===== src/rtl/add_2p_arb.sv =====
// Round-robin arbiter sharing one pipelined adder among NREQ requesters, with enable/drain FSM.
// Define ADD_2P_ARB_STATS_EN to add per-requester saturating grant counters (grant_cnt).
module add_2p_arb #(
  parameter int WIDTH   = 22,
  parameter int NREQ    = 4,
  parameter int IDW     = 2,
  parameter int LATENCY = 4
) (
  input  logic                  clk,
  input  logic                  reset,
  input  logic                  en,
  input  logic [NREQ-1:0]       req,
  input  logic [NREQ*WIDTH-1:0] x_in,
  input  logic [NREQ*WIDTH-1:0] y_in,
  output logic [NREQ-1:0]       ack,
  output logic [WIDTH-1:0]      add_x,
  output logic [WIDTH-1:0]      add_y,
  input  logic [WIDTH-1:0]      add_sum,
  output logic                  res_valid,
  output logic [IDW-1:0]        res_id,
  output logic [WIDTH-1:0]      res_sum,
`ifdef ADD_2P_ARB_STATS_EN
  output logic [NREQ*16-1:0]    grant_cnt,
`endif
  output logic                  idle
);

  // Tag stages 0..STAGES; the last stage is aligned with add_sum.
  localparam int STAGES = LATENCY - 1;

  typedef enum logic [1:0] {S_IDLE, S_RUN, S_DRAIN} state_t;

  state_t                     state, state_nxt;
  logic [IDW-1:0]             rr, rr_nxt, win;
  logic                       found, grant, pipe_empty;
  logic [STAGES:0]            vld_pipe;
  logic [STAGES:0][IDW-1:0]   id_pipe;

  assign pipe_empty = ~|vld_pipe;
  assign idle       = (state == S_IDLE) && pipe_empty;

  always_comb begin
    state_nxt = state;
    case (state)
      S_IDLE:  if (en) state_nxt = S_RUN;
      S_RUN:   if (!en) state_nxt = S_DRAIN;
      S_DRAIN: if (en) state_nxt = S_RUN;
               else if (pipe_empty) state_nxt = S_IDLE;
      default: state_nxt = S_IDLE;
    endcase
  end

  // Search starts at rr and wraps at NREQ (not 2^IDW).
  always_comb begin
    found = 1'b0;
    win   = '0;
    for (int k = 0; k < NREQ; k++) begin
      if (!found && req[(int'(rr) + k) % NREQ]) begin
        found = 1'b1;
        win   = IDW'((int'(rr) + k) % NREQ);
      end
    end
  end

  assign grant  = (state == S_RUN) && found;
  assign rr_nxt = (int'(win) == NREQ - 1) ? '0 : win + 1'b1;

  always_comb begin
    ack = '0;
    if (grant) ack[win] = 1'b1;
  end

  always_ff @(posedge clk or negedge reset) begin
    if (!reset) begin
      state     <= S_IDLE;
      rr        <= '0;
      add_x     <= '0;
      add_y     <= '0;
      vld_pipe  <= '0;
      id_pipe   <= '0;
      res_valid <= 1'b0;
      res_id    <= '0;
      res_sum   <= '0;
    end else begin
      state <= state_nxt;
      if (grant) begin
        add_x <= x_in[int'(win)*WIDTH +: WIDTH];
        add_y <= y_in[int'(win)*WIDTH +: WIDTH];
        rr    <= rr_nxt;
      end
      vld_pipe[0] <= grant;
      id_pipe[0]  <= win;
      for (int k = STAGES; k >= 1; k--) begin
        vld_pipe[k] <= vld_pipe[k-1];
        id_pipe[k]  <= id_pipe[k-1];
      end
      res_valid <= vld_pipe[STAGES];
      if (vld_pipe[STAGES]) begin
        res_id  <= id_pipe[STAGES];
        res_sum <= add_sum;
      end
    end
  end

`ifdef ADD_2P_ARB_STATS_EN
  logic [NREQ-1:0][15:0] cnt;
  assign grant_cnt = cnt;

  always_ff @(posedge clk or negedge reset) begin
    if (!reset) begin
      cnt <= '0;
    end else if (state != S_IDLE && state_nxt == S_IDLE) begin
      cnt <= '0;
    end else begin
      for (int i = 0; i < NREQ; i++)
        if (ack[i] && cnt[i] != 16'hFFFF) cnt[i] <= cnt[i] + 16'd1;
    end
  end
`endif

endmodule


===== config.mk =====
export PLATFORM = sky130hd
export DESIGN_NAME = add_2p_arb
export DESIGN_NICKNAME = d
export VERILOG_FILES = /design/src/rtl/add_2p_arb.sv
export SDC_FILE = /design/constraint.sdc
export NUM_CORES = 1
export LEC_CHECK = 0
export CORE_ASPECT_RATIO = 1.5
export CORE_MARGIN = 8
export CORE_UTILIZATION = 43
export CTS_BUF_LIST = sky130_fd_sc_hd__clkbuf_8 sky130_fd_sc_hd__clkbuf_16
export DETAILED_ROUTE_END_ITERATION = 16
export DONT_BUFFER_PORTS = 1
export HOLD_SLACK_MARGIN = 0.03
export PLACE_DENSITY = 0.57
export SLEW_MARGIN = 20
export SYNTH_ARGS = -nofsm -noshare
export SYNTH_HDL_FRONTEND = slang
export SYNTH_SLANG_ARGS = --single-unit

===== constraint.sdc =====
create_clock -name clk -period 2.4 [get_ports clk]
set_clock_uncertainty 0.15 [all_clocks]
set_input_delay 0.48 -clock clk [delete_from_list [all_inputs] [get_ports clk]]
set_output_delay 0.48 -clock clk [all_outputs]
set_load 0.01 [all_outputs]

==> results.md, run 1 <==
* Final wirelength at around 15 mm
* F_max at around 420 MHz
* Worst Max-Slew Pin Slew at a little over 400 ps
* Peak supply drop at roughly 0.00054 V
* CP startpoint: rr[1]
* Overall Power at between 6 and 7 mW
* Routed via count at between 3k and 4k
* Initial antenna violation count at 2
* Mapped Cells at around 410
* Headroom to the max-slew limit at 72.6%
* Crit Path Class: flip-flop to primary output
* Post-Layout Cell Count at about 570
* Clk root buf: clkbuf_16
* Largest net degree at the start of global routing at between 80 and 90
* HP Class: input port to asynchronous set/reset pin
* Max stage delay on crit path at roughly 450 ps
* Critical R2R Launch: rr[1]
* Status: finished, violations left
* Crit path time final at 2380 ps
* Layout cells sized above 1 at between 30% and 40%
* Number of global-route vias before repair at between 3k and 4k
* Nets at ~600
* Syn_area_per_cell at roughly 13 sq um
* CTS tree: built
* Worst R2R Path Depth at 6
* Worst reg-to-reg setup slack at approximately 280 ps
* # rows at between 40 and 50
* Number of synthesized flops with an enable pin at 0
* Clk pin slew, worst setup/hold paths at around 70 ps
* Longest Clk Path Bufs at 2
* Hold Slack at -315 ps
* Layout area overhead at 9.90%
* Max FO, Critical Path at 6
* Clock latency on the worst-skew pair at roughly 330 ps
* # Max-Cap Violations at 0
* Critical path buffers and inverters at 1
* Slowest cell on the critical path: dfrtp_2
* Syn Nets at 615
* FF+latch count, synth at between 80 and 90
* Final period util at around 100%
* Fill cells at 1,066
* IO Port Bufs at 0
* Die area at ~16,000 sq um
* Placed insts at roughly 540
* Post-synth top area cell: dfrtp_1
* DRC errors left at 0
* Family with the most delay on the worst path: compound AO/OA/AOI/OAI gates
* Die Y at approximately 150 microns
* Ys Warns at 0
* Sequential area share after synthesis at roughly two fifths
* Leakage at between 2 and 2.5 nW
* Pre-antenna DRT Iters at 4
* Failing checks: hold timing
* RSZ-0062 raised after global routing: yes
* Slew Limit Fails at 0
* DR iter-0 viols at between 100 and 150
* Diode count at 0
* Crit end category: primary output
* Synth async-reset ratio at 100%
* Total track usage at between 15 and 20%
* Core Area at about 12,000 sq um
* Worst-path cell chain: mux2i_1 -> a2bb2oi_4 -> o21a_1 -> nor3b_2 -> buf_4
* GRT Residual Overflow at 0
* Initial Util at between 40% and 50%
* Final setup fails at 0
* Vias/cell at slightly above 6
* Wirelength per Cell at around 26 microns
* IO Pins at 279
* ANT nets after route at 0
* DIE WIDTH at approximately 110 microns
* Pwr Density at 1090 nW/um^2
* Routability-driven placement congestion ratio at 0.757
* CTS buffer count at 9
* Post-Syn Area at about 5300 sq um
* Top cells by area, synth: dfrtp_1 (40%), a2111oi_4 (10%), a211oi_2 (9.5%)
* End of the worst register-to-register path: add_y[0]
* Data arrival, critical path at 1750 ps
* Post-synth cell types at 36
* First-pass GRT wire length at between 20 and 25 mm
* WP data required at about 1800 ps
* Clk sinks at 85
* CP Launch Type: flip-flop
* Yosys top cell area share at between 40% and 50%
* Final Hold Fails at between 80 and 90
* Synth Flop Type: dfrtp_1
* Clock H-tree levels at 3
* HPWL after detailed placement at between 10 and 15 mm
placed cells by master (no fill, tap or decap), types with 3 or more instances in the layout:
master,n
a2111oi_2,25
a2111oi_4,19
a211oi_1,4
a211oi_2,40
a21oi_1,3
and3_1,44
buf_12,6
buf_4,22
clkbuf_16,9
dfrtp_1,83
inv_1,3
mux2_2,24
mux2i_1,45
nand2_1,5
nor2_1,47
logic make-up (layout without fill, tap and decap cells):
| group | count (synthesis) | count (layout) | share of synthesized area, % |
|---|---|---|---|
| buffers and inverters | 45 | 48 | 5.71 |
| AND/OR/NAND/NOR | 111 | 111 | 11.0 |
| flip-flops | 85 | 85 | 40.5 |
| AO/OA/AOI/OAI | 98 | 98 | 28.9 |
| adder cells (fa/ha/maj) | 1 | 1 | 0.238 |
| multiplexers | 69 | 69 | 13.7 |
cell usage after synthesis, drive strengths merged (2+ instances only):
cell type  count
a2111oi       44
a211oi        44
a21oi          3
and2           2
and3          44
and4           2
buf           26
clkbuf        15
dfrtp         85
inv            4
mux2          24
mux2i         45
nand2          6
nor2          47
nor2b          3
nor3           2
o21ai          2
registers in the layout, indices dropped and copies added (netlist names):
| signal | count |
|---|---|
| add_x | 22 |
| add_y | 22 |
| id_pipe | 8 |
| res_id | 2 |
| res_sum | 22 |
| res_valid | 1 |
| rr | 2 |
| state | 2 |
| vld_pipe | 4 |
per-layer routing:
metal / track usage (%) / up-vias / part of all wire [%]
met5: 0 / - / 0.15
met4: 5.37 / 4 / 1.7
met3: 7.96 / 21 / 9.7
met2: 30.7 / 166 / 53
met1: 19.2 / 1697 / 35
li1: - / 1559 / -
power by group:
group	total, mW	switching [mW]	internal (mW)
Combinational	2.40	1.32	1.09
Sequential	2.60	0.640	1.96
Clock	1.32	0.600	0.716
layout make-up:
type                       instances  area, sq um  area share [%]
multi-input combinational        279         2870            49.7
sequential                        85         2130            36.9
timing repair buffer              28          285            4.94
clock buffer                       9          225            3.90
tap                              153          191            3.31
clock inverter                     7         57.6           0.996
inverter                           4         15.0           0.260
worst max-delay path by stage:
stage                      to  slack (ps)  depth (start not counted)
floorplan              ack[3]         140                          8
global placement    add_x[20]         190                          5
detailed placement  add_y[21]         160                          5
CTS                    ack[2]          10                          5
global route           ack[1]         -20                          5
finish                 ack[1]          20                          5
per-stage QoR:
| stage | worst slack [ps] | area [sq um] | hold WS [ps] | util, % | TNS [ps] |
|---|---|---|---|---|---|
| finish | 16.0 | 5780 | -315 | 48.3 | 0 |
| floorplan | 136 | 5260 | 34.4 | - | 0 |
| CTS | 14.7 | 5730 | -325 | 47.9 | 0 |
| global placement | 191 | 5420 | 36.8 | 45.3 | 0 |
| detailed placement | 156 | 5420 | 37.2 | 45.3 | 0 |
| global route | -24.9 | 5780 | -345 | 48.3 | -42.7 |
timing repair:
| item | in CTS | in global routing |
|---|---|---|
| setup endpoints to repair | 4 | 4 |
| endpoints found under the hold margin | 85 | 85 |
| pin swaps | 1 | 0 |
| gates resized for setup | 5 | 4 |
| setup buffers | 2 | 5 |
No activity file was read; power rests on OpenSTA's default activity.
==> run 2: changes to the inputs <==
CAP_MARGIN = 5   (was not set)
==> results of run 2 <==
The final DEF is identical to that of run 1; final timing and power are the same.
